==> src/rtl/multicycle_controller_pkg.sv <==
// ---------------------------------------------------------------------------
// riscv_ctrl_pkg
// Shared definitions for the multi-cycle RV32I control path:
//   - RV32I opcode constants used by the decoders
//   - branch funct3 codes that the controller resolves itself
//   - controller state enum (4-bit encoding)
//   - select encodings for result_src, alu_src_a, alu_src_b, alu_op, imm_src
// Optional build macro: ILLEGAL_TRAP_EN adds the TRAP state to the enum.
// ---------------------------------------------------------------------------
package riscv_ctrl_pkg;

    // Opcodes (instr[6:0])
    localparam logic [6:0] OPC_LOAD   = 7'b0000011;
    localparam logic [6:0] OPC_STORE  = 7'b0100011;
    localparam logic [6:0] OPC_OP     = 7'b0110011;
    localparam logic [6:0] OPC_OP_IMM = 7'b0010011;
    localparam logic [6:0] OPC_BRANCH = 7'b1100011;
    localparam logic [6:0] OPC_JAL    = 7'b1101111;
    localparam logic [6:0] OPC_JALR   = 7'b1100111;

    // Branch conditions handled by the controller
    localparam logic [2:0] F3_BEQ = 3'b000;
    localparam logic [2:0] F3_BNE = 3'b001;

    // Controller states
    typedef enum logic [3:0] {
        ST_FETCH    = 4'd0,
        ST_DECODE   = 4'd1,
        ST_MEMADR   = 4'd2,
        ST_MEMREAD  = 4'd3,
        ST_MEMWB    = 4'd4,
        ST_MEMWRITE = 4'd5,
        ST_EXEC_R   = 4'd6,
        ST_EXEC_I   = 4'd7,
        ST_ALUWB    = 4'd8,
        ST_BRANCH   = 4'd9,
        ST_JAL      = 4'd10,
        ST_JALR     = 4'd11,
`ifdef ILLEGAL_TRAP_EN
        ST_JALRWB   = 4'd12,
        ST_TRAP     = 4'd13
`else
        ST_JALRWB   = 4'd12
`endif
    } state_e;

    // result_src
    localparam logic [1:0] RES_ALUOUT = 2'b00;
    localparam logic [1:0] RES_MEM    = 2'b01;
    localparam logic [1:0] RES_ALU    = 2'b10;

    // alu_src_a
    localparam logic [1:0] SRCA_PC    = 2'b00;
    localparam logic [1:0] SRCA_OLDPC = 2'b01;
    localparam logic [1:0] SRCA_RS1   = 2'b10;

    // alu_src_b
    localparam logic [1:0] SRCB_RS2   = 2'b00;
    localparam logic [1:0] SRCB_IMM   = 2'b01;
    localparam logic [1:0] SRCB_FOUR  = 2'b10;

    // alu_op
    localparam logic [1:0] ALUOP_ADD  = 2'b00;
    localparam logic [1:0] ALUOP_SUB  = 2'b01;
    localparam logic [1:0] ALUOP_FUNC = 2'b10;

    // imm_src
    localparam logic [2:0] IMM_I = 3'b000;
    localparam logic [2:0] IMM_S = 3'b001;
    localparam logic [2:0] IMM_B = 3'b010;
    localparam logic [2:0] IMM_J = 3'b011;

endpackage

==> src/rtl/multicycle_controller_imm_src_decoder.sv <==
// ---------------------------------------------------------------------------
// imm_src_decoder
// Maps the opcode to the immediate generator format select. Purely
// combinational so it can be reused by single-cycle cores.
// Ports:
//   opcode  in  [OPC_W-1:0]  instr[6:0]
//   imm_src out [2:0]        000=I, 001=S, 010=B, 011=J
// ---------------------------------------------------------------------------
module imm_src_decoder
    import riscv_ctrl_pkg::*;
#(
    parameter int OPC_W = 7
) (
    input  logic [OPC_W-1:0] opcode,
    output logic [2:0]       imm_src
);

    always_comb begin
        imm_src = IMM_I;
        case (opcode)
            OPC_LOAD, OPC_OP_IMM, OPC_JALR: imm_src = IMM_I;
            OPC_STORE:                      imm_src = IMM_S;
            OPC_BRANCH:                     imm_src = IMM_B;
            OPC_JAL:                        imm_src = IMM_J;
            default:                        imm_src = IMM_I;
        endcase
    end

endmodule

==> src/rtl/multicycle_controller.sv <==
// ---------------------------------------------------------------------------
// multicycle_controller
// Main control FSM of the multi-cycle RV32I core. Sequences the shared ALU,
// the unified memory port, the register file and the immediate generator.
// Optional build macro: ILLEGAL_TRAP_EN -- unknown opcodes enter a sticky
// TRAP state that raises illegal_instr; otherwise they act as a NOP.
// Ports:
//   clk, rst_n             clock (rising edge), async active-low reset
//   opcode, funct3         fields of the instruction register
//   zero                   ALU zero flag (branch resolution)
//   mem_ready              memory finished the current access this cycle
//   pc_write, ir_write,
//   mem_req, mem_write,
//   reg_write              write strobes / memory request
//   adr_src, result_src,
//   alu_src_a, alu_src_b,
//   alu_op, imm_src        datapath selects
//   illegal_instr          sticky illegal-opcode flag (0 without the macro)
// ---------------------------------------------------------------------------
module multicycle_controller
    import riscv_ctrl_pkg::*;
#(
    parameter int OPC_W = 7,
    parameter int F3_W  = 3
) (
    input  logic             clk,
    input  logic             rst_n,
    input  logic [OPC_W-1:0] opcode,
    input  logic [F3_W-1:0]  funct3,
    input  logic             zero,
    input  logic             mem_ready,
    output logic             pc_write,
    output logic             adr_src,
    output logic             mem_write,
    output logic             mem_req,
    output logic             ir_write,
    output logic [1:0]       result_src,
    output logic [1:0]       alu_src_a,
    output logic [1:0]       alu_src_b,
    output logic [1:0]       alu_op,
    output logic             reg_write,
    output logic [2:0]       imm_src,
    output logic             illegal_instr
);

    state_e     state_q, state_d;
    logic [2:0] imm_src_dec;

    imm_src_decoder #(.OPC_W(OPC_W)) u_imm_src_decoder (
        .opcode  (opcode),
        .imm_src (imm_src_dec)
    );

    // State register
    always_ff @(posedge clk or negedge rst_n) begin
        if (!rst_n) state_q <= ST_FETCH;
        else        state_q <= state_d;
    end

    // Next-state logic
    always_comb begin
        state_d = state_q;
        case (state_q)
            ST_FETCH:    if (mem_ready) state_d = ST_DECODE;
            ST_DECODE: begin
                case (opcode)
                    OPC_LOAD, OPC_STORE: state_d = ST_MEMADR;
                    OPC_OP:              state_d = ST_EXEC_R;
                    OPC_OP_IMM:          state_d = ST_EXEC_I;
                    OPC_BRANCH:          state_d = ST_BRANCH;
                    OPC_JAL:             state_d = ST_JAL;
                    OPC_JALR:            state_d = ST_JALR;
`ifdef ILLEGAL_TRAP_EN
                    default:             state_d = ST_TRAP;
`else
                    // PC was already advanced in FETCH, so this is a NOP
                    default:             state_d = ST_FETCH;
`endif
                endcase
            end
            ST_MEMADR: begin
                if (opcode == OPC_LOAD)       state_d = ST_MEMREAD;
                else if (opcode == OPC_STORE) state_d = ST_MEMWRITE;
                else                          state_d = ST_FETCH;
            end
            ST_MEMREAD:  if (mem_ready) state_d = ST_MEMWB;
            ST_MEMWB:    state_d = ST_FETCH;
            ST_MEMWRITE: if (mem_ready) state_d = ST_FETCH;
            ST_EXEC_R:   state_d = ST_ALUWB;
            ST_EXEC_I:   state_d = ST_ALUWB;
            ST_ALUWB:    state_d = ST_FETCH;
            ST_BRANCH:   state_d = ST_FETCH;
            ST_JAL:      state_d = ST_ALUWB;
            ST_JALR:     state_d = ST_JALRWB;
            ST_JALRWB:   state_d = ST_FETCH;
`ifdef ILLEGAL_TRAP_EN
            ST_TRAP:     state_d = ST_TRAP;
`endif
            default:     state_d = ST_FETCH;
        endcase
    end

    // Output decode. Everything is forced low while rst_n is asserted so an
    // aborted instruction cannot leave a strobe active during reset.
    always_comb begin
        pc_write      = 1'b0;
        adr_src       = 1'b0;
        mem_write     = 1'b0;
        mem_req       = 1'b0;
        ir_write      = 1'b0;
        result_src    = RES_ALUOUT;
        alu_src_a     = SRCA_PC;
        alu_src_b     = SRCB_RS2;
        alu_op        = ALUOP_ADD;
        reg_write     = 1'b0;
        imm_src       = 3'b000;
        illegal_instr = 1'b0;
        if (rst_n) begin
            imm_src = imm_src_dec;
            case (state_q)
                ST_FETCH: begin
                    mem_req    = 1'b1;
                    alu_src_b  = SRCB_FOUR;
                    result_src = RES_ALU;
                    ir_write   = mem_ready;
                    pc_write   = mem_ready;
                end
                ST_DECODE: begin
                    // oldPC + imm lands in ALUOut for branch/jal targets
                    alu_src_a = SRCA_OLDPC;
                    alu_src_b = SRCB_IMM;
                end
                ST_MEMADR: begin
                    alu_src_a = SRCA_RS1;
                    alu_src_b = SRCB_IMM;
                end
                ST_MEMREAD: begin
                    mem_req = 1'b1;
                    adr_src = 1'b1;
                end
                ST_MEMWB: begin
                    result_src = RES_MEM;
                    reg_write  = 1'b1;
                end
                ST_MEMWRITE: begin
                    mem_req   = 1'b1;
                    mem_write = 1'b1;
                    adr_src   = 1'b1;
                end
                ST_EXEC_R: begin
                    alu_src_a = SRCA_RS1;
                    alu_op    = ALUOP_FUNC;
                end
                ST_EXEC_I: begin
                    alu_src_a = SRCA_RS1;
                    alu_src_b = SRCB_IMM;
                    alu_op    = ALUOP_FUNC;
                end
                ST_ALUWB: reg_write = 1'b1;
                ST_BRANCH: begin
                    alu_src_a = SRCA_RS1;
                    alu_op    = ALUOP_SUB;
                    // Only beq/bne are resolved; other conditions never branch
                    pc_write  = ((funct3 == F3_BEQ) &&  zero) ||
                                ((funct3 == F3_BNE) && !zero);
                end
                ST_JAL: begin
                    alu_src_a = SRCA_OLDPC;
                    alu_src_b = SRCB_FOUR;
                    pc_write  = 1'b1;
                end
                ST_JALR: begin
                    alu_src_a  = SRCA_RS1;
                    alu_src_b  = SRCB_IMM;
                    result_src = RES_ALU;
                    pc_write   = 1'b1;
                end
                ST_JALRWB: begin
                    alu_src_a  = SRCA_OLDPC;
                    alu_src_b  = SRCB_FOUR;
                    result_src = RES_ALU;
                    reg_write  = 1'b1;
                end
`ifdef ILLEGAL_TRAP_EN
                ST_TRAP: illegal_instr = 1'b1;
`endif
                default: ;
            endcase
        end
    end

endmodule
==> config.mk <==
export PLATFORM = sky130hd
export DESIGN_NAME = multicycle_controller
export DESIGN_NICKNAME = d
export VERILOG_FILES = /design/src/rtl/multicycle_controller_pkg.sv /design/src/rtl/multicycle_controller_imm_src_decoder.sv /design/src/rtl/multicycle_controller.sv
export SDC_FILE = /design/constraint.sdc
export NUM_CORES = 1
export LEC_CHECK = 0
export ABC_AREA = 1
export ABC_CLOCK_PERIOD_IN_PS = 1200
export BUFFER_PORTS_ARGS = -buffer_cell sky130_fd_sc_hd__buf_2
export CORE_ASPECT_RATIO = 0.75
export CORE_MARGIN = 2
export CORE_UTILIZATION = 34
export DETAILED_ROUTE_END_ITERATION = 8
export GPL_TIMING_DRIVEN = 0
export MAX_ROUTING_LAYER = met4
export SKIP_LAST_GASP = 1
export SLEW_MARGIN = 20
export SYNTH_ARGS = -nofsm -noshare
export SYNTH_HDL_FRONTEND = slang
export SYNTH_SLANG_ARGS = --single-unit
==> constraint.sdc <==
create_clock -name clk -period 1.2 [get_ports clk]
set_clock_uncertainty 0.05 [all_clocks]
set_input_delay 0.12 -clock clk [delete_from_list [all_inputs] [get_ports clk]]
set_output_delay 0.12 -clock clk [all_outputs]
set_load 0.01 [all_outputs]
==> results.tsv <==
stage	metric	value	unit
status	status	complete, but fails checks	
status	violations	negative setup slack	
cts	cts_htree_levels	1	
yosys	synth_top_flop_cell	dfrtp_1	
place	dpl_worst_slack	-0.2532	ns
floorplanning	die_x	54.03	µm
floorplanning	die_h	41.52	µm
power	power	1.267	mW
min_path	hold_depth	2	
finish	syn_to_final_growth	73.92	%
yosys	yosysMostFrequentCell	nand2_1	
timing	fmax	612.9	MHz
power	internal-power	674.8	µW
timing	rsz0062_at_grt	yes	
finish	antenna_cells	0	
timing	min_period	1.632	ns
critical_path	cp_top_family	flip-flops	
flow_run	maxCapViolations	0	
place	place.gp.congestion	0.8905	
cts	cts_buffer_depth	2	
global_routing	grt_start_max_net_pins	11	
drt	vias	899	
yosys	yosysSeqAreaShare	15.69	%
yosys	synth_common_cells	nand2_1 (28), nor2_1 (22), inv_1 (15)	
finish	largest_reg_flops	4	
yosys	netlist-cell-type-count	23	
drt	routed-wl-met2	960	µm
place	portBuffers	29	
drt	firstDrtPassIters	4	
critical_path	rr_worst_depth	8	
cts	cts_tree	done	
power	combPwrFrac	68.9	%
floorplanning	coreArea	1757	µm²
global_routing	grt_pass1_wl	3118	µm
yosys	synth_cells	117	
finish	regMostFlops	state_q	
timing	finalSetupViolCount	17	
drt	remaining_drc_errors	0	
power	powerDensity	1142	nW/µm²
drt	ant_nets	0	
finish	nNetsFinal	181	
finish	drive_gt1_share	54.82	%
power	p_sw_share	46.74	%
finish	reg_top3	state_q (4)	
power	p_clk_share	15.5	%
yosys	avgSynthCellArea	5.454	µm²
power	power_frac_seq	15.7	%
cts	clockRootBuffer	clkbuf_4	
yosys	async_reset_ff_share	100.0	%
floorplanning	rows	13	
critical_path	rrSetupSlack	-0.23	ns
critical_path	crit_slowest_cell	dfrtp_2	
floorplanning	start_util	36.32	%
critical_path	required	1.03	ns
global_routing	grt_pass1_vias	745	
floorplanning	num_io_pins	32	
critical_path	cp_data_arrival_time	1.46	ns
yosys	synth-edff-count	0	
critical_path	worst-path-stages	6	
yosys	synth_top_area_share	16.47	%
cts	cts.sinks	4	
cts	cts_buffers	3	
critical_path	worstSetupStartpointType	flip-flop	
yosys	ys_warn_count	0	
timing	hold_violations	0	
place	dp_hpwl	1457	µm
timing	period_share	136.0	%
yosys	synth_seq_cells	4	
yosys	synth_top_area_cell	nand2_1	
timing	maxSlewViolCount	0	
critical_path	critPathMaxStageDelay	0.44	ns
drt	wl_met3	129	µm
global_routing	grt-ovfl-total	0	
power	irDropWorstVdd	0.7199	mV
power	power.switching	592.2	µW
critical_path	worst-path-buf-inv	2	
drt	wl	2103	µm
drt	top_layer	met4	
drt	drt_iter0_markers	13	
global_routing	antenna_found_initial	0	
global_routing	track_usage	19.01	%
cts	cts.clk_slew.worst_paths	0.05	ns
drt	viasPerCell	4.782	
power	p_leak	0.5887	nW
critical_path	path_cells	nor2_4, inv_4, nor2_4, nand2_2, a31oi_2, buf_2	
min_path	hp-class	primary input to flip-flop	
critical_path	crit_path_max_fanout	4	
timing	timing.final.ws_setup	-0.4316	ns
critical_path	crit_type	flip-flop to output port	
floorplanning	die_area	2243	µm²
critical_path	end_kind	output port	
critical_path	crit_path_frequent_cell	nor2_4	
cts	clk_latency	0.25	ns
drt	wl_met1	977	µm
yosys	synth_area_leaders	nand2_1 (16%), dfrtp_1 (16%), nor2_1 (13%), inv_1 (8.8%), nand3_1 (7.8%)	
yosys	syn_area	638.1	µm²
drt	wl_per_cell	11.19	µm
[cell usage in the layout, fill, tap and decap left out, drive strengths merged, types with 2 or more instances in the layout]
master  instances
a31oi           2
nand3b          2
buf            46
nand2          30
clkbuf          4
conb            2
inv            20
nor2           27
nor3            2
dfrtp           4
o21ai           5
a21oi           6
o22ai           2
nand3          10
[through the flow]
step	cell area, µm²	hold slack, ns	cells	util [%]	TNS, ns
after floorplan	664.4	-0.2256	118	-	-0.05021
after global placement	837.1	-0.08969	169	47.65	-1.999
after detailed placement	837.1	-0.09345	169	47.65	-2.051
after CTS	1010	-0.3551	184	57.48	-5.380
after global routing	1110	0.07211	188	63.18	-6.430
final	1110	0.06290	188	63.18	-5.297
[power by group through the flow]
| stage | Clock (mW) | Combinational [mW] | Sequential [mW] |
|---|---|---|---|
| floorplan | 0 | 0.411 | 0.183 |
| global placement | 0 | 0.570 | 0.191 |
| detailed placement | 0 | 0.571 | 0.191 |
| CTS | 0.198 | 0.697 | 0.195 |
| global route | 0.215 | 0.941 | 0.200 |
| finish | 0.196 | 0.873 | 0.198 |
[kinds of logic (layout without fill, tap and decap cells)]
group                     Yosys count  in the layout  synth area share, %
AOI/OAI and AO/OA                  16             16                15.10
xor gates and xnor gates            1              1                1.373
buffers and inverters              23             71                14.70
DFF                                 4              4                15.69
other                               1              2               0.5877
and+or+nand+nor                    72             72                52.55
[repair_timing]
action | 4_1_cts | 5_1_grt
hold endpoints to repair | 4 | 4
pin swaps | 7 | 15
endpoints found under the setup margin | 18 | 20
resized for setup | 15 | 24
buffers inserted | 11 | 3
[final timing paths]
| path | startpoint | end |
|---|---|---|
| hold reg to reg | state_q[0]$_DFFE_PN0P_ | state_q[0]$_DFFE_PN0P_ |
| setup / recovery | state_q[3]$_DFFE_PN0P_ | pc_write |
| setup reg to reg | state_q[3]$_DFFE_PN0P_ | state_q[2]$_DFFE_PN0P_ |
| min in group asynchronous | rst_n | state_q[1]$_DFFE_PN0P_ |
| max in group asynchronous | rst_n | state_q[0]$_DFFE_PN0P_ |
| hold / removal | mem_ready | state_q[2]$_DFFE_PN0P_ |
[per-layer routing]
layer  vias up  global-route usage [%]
li1        463                       -
met1       397                   26.34
met2        34                   28.54
met3         5                   2.158
met4         0                   6.500
met5         -                       -
[final cells by class]
class	count	area [µm²]
Buffer	3	20.02
Clock buffer	4	26.28
Fill cell	173	646.9
Inverter	20	77.57
Multi-Input combinational cell	91	565.5
Sequential cell	4	102.6
Tap cell	22	27.53
Timing Repair Buffer	44	290.3
No activity file was read; power rests on OpenSTA's default activity.
